===== config.mk =====
export PLATFORM = sky130hd
export DESIGN_NAME = dpram_rw_port
export DESIGN_NICKNAME = d
export VERILOG_FILES = /design/src/rtl/dpram_rw_pkg.sv /design/src/rtl/dpram_rw_port.sv
export SDC_FILE = /design/constraint.sdc
export NUM_CORES = 1
export LEC_CHECK = 0
export ABC_AREA = 1
export BUFFER_PORTS_ARGS = -buffer_cell sky130_fd_sc_hd__clkbuf_2
export CORE_UTILIZATION = 45
export DETAILED_ROUTE_END_ITERATION = 6
export GPL_ROUTABILITY_DRIVEN = 0
export GPL_TIMING_DRIVEN = 0
export PLACE_DENSITY = 0.79
export SETUP_SLACK_MARGIN = 0.5
export SYNTH_ARGS = -nofsm -noshare
export SYNTH_HDL_FRONTEND = slang
export SYNTH_SLANG_ARGS = --single-unit
export TNS_END_PERCENT = 100

===== constraint.sdc =====
create_clock -name clk -period 0.9 [get_ports clk]
set_clock_uncertainty 0.05 [all_clocks]
set_input_delay 0.045 -clock clk [delete_from_list [all_inputs] [get_ports clk]]
set_output_delay 0.045 -clock clk [all_outputs]
set_load 0.02 [all_outputs]

===== src/rtl/dpram_rw_pkg.sv =====
// ============================================================================
// Module      : dpram_rw_pkg
// Description : Shared types, constants and the test-pattern helper for the
//               dual-port RAM write/verify sequencer.
// Revision    : 1.0 - initial release
// ============================================================================
`default_nettype none

package dpram_rw_pkg;

    // Sequencer states, in run order.
    typedef enum logic [2:0] {
        ST_IDLE  = 3'd0,
        ST_WRITE = 3'd1,
        ST_READ  = 3'd2,
        ST_DRAIN = 3'd3,
        ST_DONE  = 3'd4
    } state_t;

    // Supported RAM read latencies.
    localparam int c_rd_lat_min = 1;
    localparam int c_rd_lat_max = 2;

    // Working width of the pattern helper; callers truncate to DATA_W, which
    // gives the silent modulo-2^DATA_W wrap of the pattern.
    localparam int c_pat_w = 32;

    // Word i of a region is seed + region offset + i.
    function automatic logic [c_pat_w-1:0] pattern(
        input logic [c_pat_w-1:0] seed,
        input logic [c_pat_w-1:0] offset,
        input logic [c_pat_w-1:0] index
    );
        return seed + offset + index;
    endfunction

endpackage

`default_nettype wire


===== src/rtl/dpram_rw_port.sv =====
// ============================================================================
// Module      : dpram_rw_port
// Description : One RAM port of the write/verify sequencer: registered
//               address/data generation, expected-value delay line matched
//               to the RAM read latency, and the per-word mismatch flag.
// Revision    : 1.0 - initial release
// ============================================================================
`default_nettype none

module dpram_rw_port
    import dpram_rw_pkg::*;
#(
    parameter int DATA_W    = 8,
    parameter int ADDR_W    = 5,
    parameter int IDX_W     = 5,
    parameter int RD_LAT    = 1,
    parameter int WR_BASE   = 0,
    parameter int RD_BASE   = 0,
    parameter int WR_OFFSET = 0,
    parameter int RD_OFFSET = 0
) (
    input  logic              clk,
    input  logic              rst_n,
    input  logic              wr_phase,
    input  logic              rd_phase,
    input  logic [IDX_W-1:0]  idx,
    input  logic [DATA_W-1:0] seed,
    output logic              ram_en,
    output logic              ram_we,
    output logic [ADDR_W-1:0] ram_addr,
    output logic [DATA_W-1:0] ram_wr_data,
    input  logic [DATA_W-1:0] ram_rd_data,
    output logic              mismatch
);

    localparam logic [ADDR_W-1:0] c_wr_base = ADDR_W'(WR_BASE);
    localparam logic [ADDR_W-1:0] c_rd_base = ADDR_W'(RD_BASE);

    logic [DATA_W-1:0] w_wr_pat;
    logic [DATA_W-1:0] w_rd_pat;
    // Stage 0 is loaded together with the read address; stage RD_LAT lines
    // up with the data the RAM returns for that address.
    logic [DATA_W-1:0] r_exp [RD_LAT+1];
    logic [RD_LAT:0]   r_vld;

    assign w_wr_pat = DATA_W'(pattern(c_pat_w'(seed), c_pat_w'(WR_OFFSET), c_pat_w'(idx)));
    assign w_rd_pat = DATA_W'(pattern(c_pat_w'(seed), c_pat_w'(RD_OFFSET), c_pat_w'(idx)));

    // Registered RAM command: write word idx, read word idx, or stay idle.
    always_ff @(posedge clk or negedge rst_n) begin
        if (!rst_n) begin
            ram_en      <= 1'b0;
            ram_we      <= 1'b0;
            ram_addr    <= c_wr_base;
            ram_wr_data <= '0;
        end else if (wr_phase) begin
            ram_en      <= 1'b1;
            ram_we      <= 1'b1;
            ram_addr    <= c_wr_base + ADDR_W'(idx);
            ram_wr_data <= w_wr_pat;
        end else if (rd_phase) begin
            ram_en      <= 1'b1;
            ram_we      <= 1'b0;
            ram_addr    <= c_rd_base + ADDR_W'(idx);
            ram_wr_data <= '0;
        end else begin
            ram_en      <= 1'b0;
            ram_we      <= 1'b0;
            ram_addr    <= c_wr_base;
            ram_wr_data <= '0;
        end
    end

    // Expected value and valid bit travel alongside each read.
    always_ff @(posedge clk or negedge rst_n) begin
        if (!rst_n) begin
            r_vld <= '0;
            for (int k = 0; k <= RD_LAT; k++) begin
                r_exp[k] <= '0;
            end
        end else begin
            r_vld    <= {r_vld[RD_LAT-1:0], rd_phase};
            r_exp[0] <= rd_phase ? w_rd_pat : '0;
            for (int k = 1; k <= RD_LAT; k++) begin
                r_exp[k] <= r_exp[k-1];
            end
        end
    end

    assign mismatch = r_vld[RD_LAT] && (ram_rd_data != r_exp[RD_LAT]);

endmodule

`default_nettype wire


==> impl_results.md, run 1 <==
* Status: finished, violations left
* Failing checks: negative hold slack, negative setup slack
* DR vias at between 1k and 1.5k
* Std-Cell Core Area at 0.00278 mm²
* Total track usage at 18.2%
* GR Overflow Total at 0
* H-tree depth at 2
* Syn Inst Count at approximately 130
* Global-route wire length before repair at 4.35 mm
* Row count at 19
* Setup_tns at -1.47 ns
* Synth Net Count at between 150 and 200
* Power density over the cells at 1670 mW/mm²
* DRC violations left at 0
* Max_cap viols at 0
* Quantity of I/O buffers inserted on ports at 40
* Root Driver: clkbuf_4
* Initial Utilization at 48.3%
* VDD IR max at 1320 µV
* Vias in the first global route at 1052
* Most frequent cells in the layout: dfrtp_1, inv_1, nor2_1, buf_6, nand2_1
* Slew @ Worst Pin at 0.693 ns
* Vias per cell at 4.91
* Synth Area per Inst at ~10 µm²
* Critical Path Slowest Stage Cell: dfrtp_1
* R2R depth at 0
* Crit end category: output port
* Worst hold slack at -0.294 ns
* Cell Area, Synth at 0.00134 mm²
* Distinct cells, synth at 14
* Sink Count at 33
* Yosys reg bits at 33
* Worst Path Max Fanout at 1
* Max_slew headroom at 53.8%
* Crit share post-route at 157%
* Avg WL per Cell at 13.4 µm
* Most common cell after layout, fill and taps aside: dfrtp_1
* Startpoint types: register
* Final core occ at 71.9%
* Clock transition at path regs at 0.09 ns
* Worst path arrival time at 1.31 ns
* Crit path top cell by count: nor2_1
* Initial antenna violation count at 0
* PnR worst setup slack at -0.509 ns
* Final ANT Viol Nets at 0
* FF-to-FF End: r_exp[1]$_DFF_PN0_
* Drt total wl at 2.93 mm
* N_diodes at 0
* DIE AREA at 0.00321 mm²
* Overall power at 3.34 mW
* Critical-path cell list: xor2_1 -> nor2_1 -> nand2_1 -> nor2_1 -> nor2_2 -> buf_6
* DR iter-0 viols at 21
* CTS tree: yes
* Synthesis-to-finish area growth at 48.9%
* Hold violation count in the final report at 47
* Layout cells sized above 1 at 43.1%
* Ys Warns at 0
* Worst path max stage delay at 0.38 ns
* Static leakage at 1.09 nW
* Post-DP HPWL at 1.80 mm
* Final-report setup violation count at 20
* Max-slew violation count at 0
* Clock latency on the worst-skew pair at 0.32 ns
* Fin nets at 218
* Min-delay worst type: primary input to asynchronous set/reset pin
* Category of the most critical setup path: register to output port
* Fin crit period at 1.41 ns
* Fill count at between 150 and 200
* Boundary Pins at 41
* Fmax at 709 MHz
* Worst path required time at about 0.81 ns
* RSZ-0062 raised after global routing: yes
* Pre-CTS setup slack at -0.473 ns
* Sequential area share after synthesis at between 60% and 70%
* Largest net degree at the start of global routing at 34
* Reg2reg start: r_exp[9]$_DFF_PN0_
* Die Y at 56.6 µm
* Flop-to-flop setup slack at 0.37 ns
* Die width at about 57 µm
* Num CTS Buffers at 5
* Clock Path Buffers at 2
* First-pass DRT Iterations at 6
==> per-stage QoR <==
step | instance area (µm²) | std cells
6_report | 2000 | 219
5_1_grt | 2000 | 219
4_1_cts | 1830 | 217
3_5_place_dp | 1660 | 205
3_3_place_gp | 1660 | 205
2_1_floorplan | 1420 | 134
==> worst max path at each step <==
stage | from | endpoint | slack [ns] | depth (start not counted)
after floorplan | idx[0] | r_exp[12]$_DFF_PN0_ | -0.28 | 7
after global placement | idx[0] | ram_wr_data[4]$_DFF_PN0_ | -0.48 | 8
after detailed placement | idx[0] | ram_wr_data[4]$_DFF_PN0_ | -0.47 | 8
after CTS | r_exp[7]$_DFF_PN0_ | mismatch | -0.55 | 6
after global routing | r_exp[7]$_DFF_PN0_ | mismatch | -0.64 | 6
final | r_exp[5]$_DFF_PN0_ | mismatch | -0.51 | 6
==> kinds of logic (layout without fill, tap and decap cells) <==
| group | count (synthesis) | after routing | share of synthesized area [%] |
|---|---|---|---|
| buffers and inverters | 22 | 76 | 6.15 |
| AOI/OAI and AO/OA | 1 | 1 | 0.559 |
| xor gates and xnor gates | 11 | 11 | 7.18 |
| adders and majority gates | 6 | 6 | 6.15 |
| DFF | 33 | 33 | 61.5 |
| and+or+nand+nor | 61 | 61 | 18.5 |
==> synthesized netlist by cell type <==
library cell | instances | area [µm²]
nand2_1 | 26 | 97.6
xor2_1 | 10 | 87.6
nor2_2 | 1 | 6.26
fa_1 | 1 | 20.0
nand3_2 | 1 | 10.0
nor2_1 | 27 | 101
nand3_1 | 4 | 20.0
dfrtp_1 | 33 | 826
nand4_1 | 1 | 6.26
o21bai_1 | 1 | 7.51
xnor2_1 | 1 | 8.76
ha_1 | 5 | 62.6
inv_1 | 22 | 82.6
nand2_2 | 1 | 6.26
==> critical path: cells and delay by family, from the launching register on <==
kind | cells | cell delay [ns]
AND/OR/NAND/NOR | 4 | 0.36
flip-flops | 1 | 0.38
buffers and inverters | 1 | 0.12
XOR/XNOR | 1 | 0.14
==> state kept, by name, indices dropped and copies added (netlist names) <==
| register | flops |
|---|---|
| r_vld | 2 |
| ram_addr | 5 |
| ram_we | 1 |
| ram_wr_data | 8 |
| r_exp | 16 |
| ram_en | 1 |
==> report_power, final <==
group	total [mW]	internal [mW]	switching, mW
sequential	1.66	1.61	0.0506
clock	0.914	0.452	0.461
combinational	0.764	0.362	0.402
total	3.34	2.43	0.914
==> per-layer routing <==
layer | track usage (%) | vias to the layer above | wire length (µm)
met5 | 0 | - | 0
met4 | 8.36 | 0 | 102
met3 | 4.15 | 10 | 131
met2 | 32.9 | 42 | 1660
met1 | 20.1 | 523 | 1030
li1 | - | 501 | -
==> area by class of cell <==
cell class	instances	area (µm²)	area share [%]
Clock buffer	7	65.1	3.25
Clock inverter	1	5.00	0.250
Inverter	22	82.6	4.13
Multi-Input combinational cell	79	584	29.2
Sequential cell	33	826	41.3
Tap cell	31	38.8	1.94
Timing Repair Buffer	46	398	19.9
==> what timing repair did <==
action | 4_1_cts | 5_1_grt
resized for setup | 15 | 68
endpoints found under the setup margin | 39 | 72
pin swaps | 19 | 24
buffers inserted | 4 | 2
endpoints found under the hold margin | 50 | 49
Power figures use the tool's default switching activity.
==> run 2, diff against run 1 <==
BUFFER_PORTS_ARGS = -buffer_cell sky130_fd_sc_hd__buf_2   (was -buffer_cell sky130_fd_sc_hd__clkbuf_2)
CORE_UTILIZATION = 49   (was 45)
PLACE_DENSITY = 0.82   (was 0.79)
clock period = 1.4 ns   (was 0.9 ns; I/O delays follow)
==> run 2 against run 1 <==
  * The run still ends with negative hold slack, negative setup slack left
  * Cell count up 3.7%
  * Combinational power down 37%
  * Sequential power down 36%
  * Core utilization up 7.9 points
  * Clock power down 33%
  * Sequential share of layout area down 0.26 points
  * Register-to-register slack better by 0.47 ns
  * Setup slack better by 0.48 ns
  * Global-route usage up 4.0 points
  * Non-clock buffer count up 9
  * Via count up 2.0%
  * Design area up 0.63%
  * Highest routed layer unchanged
==> impl_results.md, run 2 (synthesis results as in run 1) <==
* Largest regs: r_exp: 16 flops, ram_wr_data: 8 flops, ram_addr: 5 flops (unchanged)
* RSZ-0062 raised after global routing: yes (unchanged)
* Failing checks: negative hold slack, negative setup slack (unchanged)
* Row count at 18 (was 19)
* Power density over the cells at 1080 mW/mm² (was 1670 mW/mm²)
* Static leakage at 1.09 nW (about the same)
* Boundary Pins at 41 (unchanged)
* Quantity of I/O buffers inserted on ports at 40 (unchanged)
* First-pass DRT Iterations at 4 (was 6)
* DR vias at 1098 (was 1076)
* Final core occ at 79.8% (was 71.9%)
* Worst path arrival time at 1.31 ns (about the same)
* Die Y at 54.3 µm (was 56.6 µm)
* Worst path required time at 1.28 ns (was 0.81 ns)
* Worst path max stage delay at 0.38 ns (about the same)
* Bufs and invs on worst path at 1 (unchanged)
* Kind of cell adding the most delay to the critical path: flip-flops (unchanged)
* Largest net degree at the start of global routing at 34 (unchanged)
* Clock transition at path regs at 0.10 ns (was 0.09 ns)
* Root Driver: clkbuf_4 (unchanged)
* Most frequent cells in the layout: dfrtp_1, nor2_1, nand2_1, inv_1, buf_2 (was dfrtp_1, inv_1, nor2_1, buf_6, nand2_1)
* Post-DP HPWL at 1.85 mm (was 1.80 mm)
* Fin crit period at 1.43 ns
* Drt total wl at 3.20 mm (was 2.93 mm)
* Fmax at 699 MHz
* Max-slew violation count at 0 (unchanged)
* Most common cell after layout, fill and taps aside: dfrtp_1 (unchanged)
* Initial antenna violation count at 0 (unchanged)
* Clock latency on the worst-skew pair at 0.34 ns (was 0.32 ns)
* PnR worst setup slack at -0.0300 ns (was -0.509 ns)
* Crit end category: output port (unchanged)
* Crit path top cell by count: nor2_2 (was nor2_1)
* Status: finished, violations left (unchanged)
* Max_slew headroom at 71.8% (was 53.8%)
* Slew @ Worst Pin at 0.423 ns (was 0.693 ns)
* Max_cap viols at 0 (unchanged)
* N_diodes at 0 (unchanged)
* Global-route wire length before repair at 4.21 mm (was 4.35 mm)
* Largest register FFs at 16 (unchanged)
* Final-report setup violation count at 1 (was 20)
* Die width at 54.3 µm (was 56.6 µm)
* Sink Count at 33 (unchanged)
* VDD IR max at 896 µV (was 1320 µV)
* CTS tree: yes (unchanged)
* Crit share post-route at 102%
* Total track usage at 22.2% (was 18.2%)
* GR Overflow Total at 0 (unchanged)
* Vias in the first global route at 1054 (was 1052)
* DIE AREA at 0.00295 mm² (was 0.00321 mm²)
* Category of the most critical setup path: register to output port (unchanged)
* Fill count at 139 (was 175)
* Num CTS Buffers at 5 (unchanged)
* Final ANT Viol Nets at 0 (unchanged)
* Avg WL per Cell at 14.1 µm (was 13.4 µm)
* Critical Path Slowest Stage Cell: dfrtp_1 (unchanged)
* DRC violations left at 0 (unchanged)
* Critical-path cell list: xor2_1 -> nor2_1 -> nand2_1 -> nor2_2 -> nor2_2 -> buf_6 (was xor2_1 -> nor2_1 -> nand2_1 -> nor2_1 -> nor2_2 -> buf_6)
* Synthesis-to-finish area growth at 49.9% (was 48.9%)
* Fin nets at 227 (was 218)
* Setup_tns at -0.0300 ns (was -1.47 ns)
* Vias per cell at 4.84 (was 4.91)
* Hold violation count in the final report at 1 (was 47)
* Clock Path Buffers at 2 (unchanged)
* Initial Utilization at 53.2% (was 48.3%)
* Startpoint types: register (unchanged)
* Min-delay worst type: primary input to register (was primary input to asynchronous set/reset pin)
* Layout cells sized above 1 at 35.0% (was 43.1%)
* Largest Register: r_exp (unchanged)
* Std-Cell Core Area at 0.00252 mm² (was 0.00278 mm²)
* Worst Path Max Fanout at 1 (unchanged)
* H-tree depth at 2 (unchanged)
* Worst hold slack at -0.0193 ns (was -0.294 ns)
* DR iter-0 viols at 11 (was 21)
run 2: cell types whose count changed in the layout (fill, tap and decap cells not counted), moves of 2 or more:
cell	change
nor2_2	-2
dlygate4sd3_1	+12
nand3_2	+2
buf_6	-4
nor2_1	+3
nand2_2	-3
nand2_1	+5
clkbuf_2	-16
buf_2	+18
nand2_4	-2
nand3_4	-2
run 2: repair_timing:
item                       CTS  global route
buffers inserted             1             2
gates cloned                 0             0
gates resized for setup     38             8
setup endpoints to repair   20            57
pin swaps                   13             7
hold buffers                12             0
hold endpoints to repair    47             0
run 2: worst min-delay path, cell delays in order:
cell	delay, ns
buf_2	0.10
nor2_1	0.09
inv_1	0.07
run 2: cell type report:
type | count | area, µm² | share of cell area [%]
clock buffer | 7 | 65.1 | 3.23
clock inverter | 1 | 5.00 | 0.249
inverter | 22 | 82.6 | 4.10
multi-input combinational | 79 | 534 | 26.6
sequential | 33 | 826 | 41.0
tap | 30 | 37.5 | 1.87
timing repair buffer | 55 | 462 | 22.9
run 2: metal layers:
| layer | track usage, % | part of all wire, % | wire length [µm] |
|---|---|---|---|
| met4 | 18.4 | 4.7 | 150 |
| met1 | 19.6 | 33 | 1050 |
| met3 | 5.28 | 4.7 | 150 |
| met5 | 0 | 0 | 0 |
| met2 | 41.5 | 58 | 1840 |
run 2: worst paths after layout:
check	start	endpoint	slack, ns	cells past startpoint
setup / recovery	r_exp[6]$_DFF_PN0_	mismatch	-0.03	6
hold / removal	wr_phase	ram_en$_DFF_PN0_	-0.02	3
setup reg to reg	r_exp[12]$_DFF_PN0_	r_exp[4]$_DFF_PN0_	0.84	0
hold reg to reg	r_exp[8]$_DFF_PN0_	r_exp[0]$_DFF_PN0_	0.31	0
max in group asynchronous	rst_n	r_exp[6]$_DFF_PN0_	0.79	2
min in group asynchronous	rst_n	r_exp[12]$_DFF_PN0_	0.20	2
run 2: per-stage QoR:
| stage | cell area (µm²) | power, mW | instances | hold WS (ns) | setup WS, ns |
|---|---|---|---|---|---|
| 6_report | 2010 | 2.17 | 227 | -0.0193 | -0.0300 |
| 5_1_grt | 2010 | 2.28 | 227 | -0.0125 | -0.149 |
| 4_1_cts | 1950 | 2.11 | 225 | -0.0242 | -0.0418 |
| 3_5_place_dp | 1640 | 1.43 | 204 | 0.0997 | -0.0196 |
| 3_3_place_gp | 1640 | 1.41 | 204 | 0.0706 | -0.0156 |
| 2_1_floorplan | 1400 | 1.29 | 134 | -0.276 | 0.199 |
run 2: where the power goes:
part	internal [mW]	switching, mW	leakage, nW	total [mW]
Sequential	1.04	0.0362	0.415	1.07
Combinational	0.234	0.250	0.634	0.484
Clock	0.291	0.323	0.0413	0.614
==> run 3, diff against run 2 <==
CTS_CLUSTER_SIZE = 12   (was unset)
RECOVER_POWER = 100   (was unset)
==> run 3 against run 2 <==
  * Core utilization fell by 7.6 points
  * Largest cell class unchanged
  * Sequential share of layout area rose by 4.3 points
  * Worst hold slack improved by 0.063 ns
  * The flow finishes with violations (negative setup slack)
  * Clock-buffer cell count did not move
  * Clock power barely moved
  * Via count fell by 0.36%
  * Sequential power barely moved
  * Critical endpoint unchanged
  * Register-to-register slack barely moved
  * Sequential cell count did not move
  * First-iteration DRC count fell by 55%
==> impl_results.md, run 3 (synthesis results as in run 1) <==
* Max_cap viols at 0 (unchanged)
* Design area at 0.00182 mm² (was 0.00201 mm²)
* Root Driver: clkbuf_4 (unchanged)
* Setup_tns at -0.0282 ns (was -0.0300 ns)
* Std-Cell Core Area at 0.00252 mm² (unchanged)
* Largest register FFs at 16 (unchanged)
* Die Y at 54.3 µm (unchanged)
* Global-route wire length before repair at 4.21 mm (unchanged)
* Row count at 18 (unchanged)
* Placed Area at 0.00164 mm² (unchanged)
* Crit path top cell by count: nor2_2 (unchanged)
* Most common cell after layout, fill and taps aside: dfrtp_1 (unchanged)
* Combinational Power Share at 19.2% (was 22.3%)
* DIE AREA at 0.00295 mm² (unchanged)
* Static leakage at 0.978 nW (was 1.09 nW)
* Slew @ Worst Pin at 0.765 ns (was 0.423 ns)
* Category of the most critical setup path: register to output port (unchanged)
* Internal power at 1.49 mW (was 1.56 mW)
* Crit share post-route at 102% (about the same)
* Vias in the first global route at 1054 (unchanged)
* Synthesis-to-finish area growth at 35.5% (was 49.9%)
* Net switching power at 0.589 mW (was 0.609 mW)
* Sink Count at 33 (unchanged)
* Status: finished, violations left (unchanged)
* Startpoint types: register (unchanged)
* Clock Path Buffers at 2 (unchanged)
* Switching portion of total power at 28.4% (was 28.1%)
* GR Overflow Total at 0 (unchanged)
* Largest regs: r_exp: 16 flops, ram_wr_data: 8 flops, ram_addr: 5 flops (unchanged)
* Worst Path Max Fanout at 1 (unchanged)
* Overall power at 2.08 mW (was 2.17 mW)
* Clock transition at path regs at 0.10 ns (about the same)
* DRC violations left at 0 (unchanged)
* Worst Setup EP: mismatch (unchanged)
* First-pass DRT Iterations at 4 (unchanged)
* Boundary Pins at 41 (unchanged)
* Final-report setup violation count at 1 (unchanged)
* Pre-CTS setup slack at -0.0196 ns (unchanged)
* Num CTS Buffers at 5 (unchanged)
* CTS tree: yes (unchanged)
* Post-DP HPWL at 1.85 mm (unchanged)
* Reg2reg start: r_exp[12]$_DFF_PN0_ (unchanged)
* VDD IR max at 859 µV (was 896 µV)
* Worst path max stage delay at 0.38 ns (about the same)
* FF-to-FF End: r_exp[4]$_DFF_PN0_ (unchanged)
* Avg WL per Cell at 14.0 µm (was 14.1 µm)
* Vias per cell at 4.82 (was 4.84)
* CP startpoint: r_exp[6]$_DFF_PN0_ (unchanged)
* Crit end category: output port (unchanged)
* Fin nets at 227 (unchanged)
* Largest Register: r_exp (unchanged)
* Max_slew headroom at 49.0% (was 71.8%)
* DR vias at 1094 (was 1098)
* Quantity of I/O buffers inserted on ports at 40 (unchanged)
* H-tree depth at 2 (unchanged)
* Critical-path cell list: xor2_1 -> nor2_1 -> nand2_1 -> nor2_2 -> nor2_2 -> buf_6 (unchanged)
* Max-slew violation count at 0 (unchanged)
* Min-delay worst type: primary input to register (unchanged)
* Worst path required time at 1.28 ns (about the same)
* Layout cells sized above 1 at 19.3% (was 35.0%)
* Worst hold slack at 0.0440 ns (was -0.0193 ns)
* Worst path arrival time at 1.31 ns (about the same)
* Clock latency on the worst-skew pair at 0.34 ns (about the same)
* Power density over the cells at 1140 mW/mm² (was 1080 mW/mm²)
* PnR worst setup slack at -0.0282 ns (was -0.0300 ns)
* Seq pwr share at 51.3% (was 49.4%)
* Final ANT Viol Nets at 0 (unchanged)
* DR iter-0 viols at 5 (was 11)
* Fin crit period at 1.43 ns (about the same)
* Critical Path Slowest Stage Cell: dfrtp_1 (unchanged)
* Hold violation count in the final report at 0 (was 1)
* RSZ-0062 raised after global routing: yes (unchanged)
* Flop-to-flop setup slack at 0.85 ns (was 0.84 ns)
* Largest net degree at the start of global routing at 34 (unchanged)
* Initial Utilization at 53.2% (unchanged)
* Drt total wl at 3.18 mm (was 3.20 mm)
* Initial antenna violation count at 0 (unchanged)
* N_diodes at 0 (unchanged)
* Failing checks: negative setup slack (was negative hold slack, negative setup slack)
* Total track usage at 22.2% (unchanged)
* Fmax at 700 MHz (was 699 MHz)
* Die width at 54.3 µm (unchanged)
* R2R depth at 0 (unchanged)
* Clk pwr share at 29.5% (was 28.3%)
* Most frequent cells in the layout: dfrtp_1, nor2_1, nand2_1, clkbuf_1, inv_1 (was dfrtp_1, nor2_1, nand2_1, inv_1, buf_2)
[run 3: power groups by stage]
stage                     clock, mW  combinational (mW)  sequential [mW]
after floorplan                   0               0.163             1.12
after global placement            0               0.336             1.08
after detailed placement          0               0.351             1.08
after CTS                     0.603               0.435             1.07
after global routing          0.677               0.439             1.07
final                         0.612               0.399             1.06
[run 3: cell type report]
class	instances	area, µm²
Sequential cell	33	826
Clock buffer	7	65.1
Multi-Input combinational cell	79	479
Clock inverter	1	5.00
Inverter	22	82.6
Timing Repair Buffer	55	324
Fill cell	181	703
Tap cell	30	37.5
[run 3: worst min-delay path by stage]
stage	cells after the start	from	slack, ns	endpoint
floorplan	0	rst_n	-0.28	r_exp[0]$_DFF_PN0_
global placement	1	rst_n	0.07	ram_addr[1]$_DFF_PN0_
detailed placement	1	rst_n	0.1	ram_addr[1]$_DFF_PN0_
CTS	3	wr_phase	-0.02	ram_en$_DFF_PN0_
global route	3	rd_phase	0.05	r_exp[15]$_DFF_PN0_
finish	3	wr_phase	0.04	ram_en$_DFF_PN0_
[run 3: stage by stage]
stage	util, %	std cells
final	72.1	227
after global routing	72.1	227
after CTS	77.5	225
after detailed placement	64.8	204
after global placement	64.8	204
after floorplan	-	134
[run 3: routing by layer]
layer  track usage, %  vias to the layer above  share of wire [%]
li1                 -                      518                  -
met1             19.6                      507                 32
met2             41.5                       48                 57
met3             5.28                       21                4.7
met4             18.4                        0                6.0
met5                0                        -                  0
[run 3: repair_timing]
action                     in CTS  in global routing
setup endpoints to repair      20                 57
hold endpoints to repair       47                  0
cloned                          0                  0
gates resized for setup        38                  8
hold buffers                   12                  0
buffers inserted                1                  2
pin swaps                      13                  7
[run 3: worst max-delay path, delay by kind of cell (launching register included)]
family,cells,cell delay [ns]
DFF,1,0.38
and+or+nand+nor,4,0.34
xor gates and xnor gates,1,0.14
buffers and inverters,1,0.12
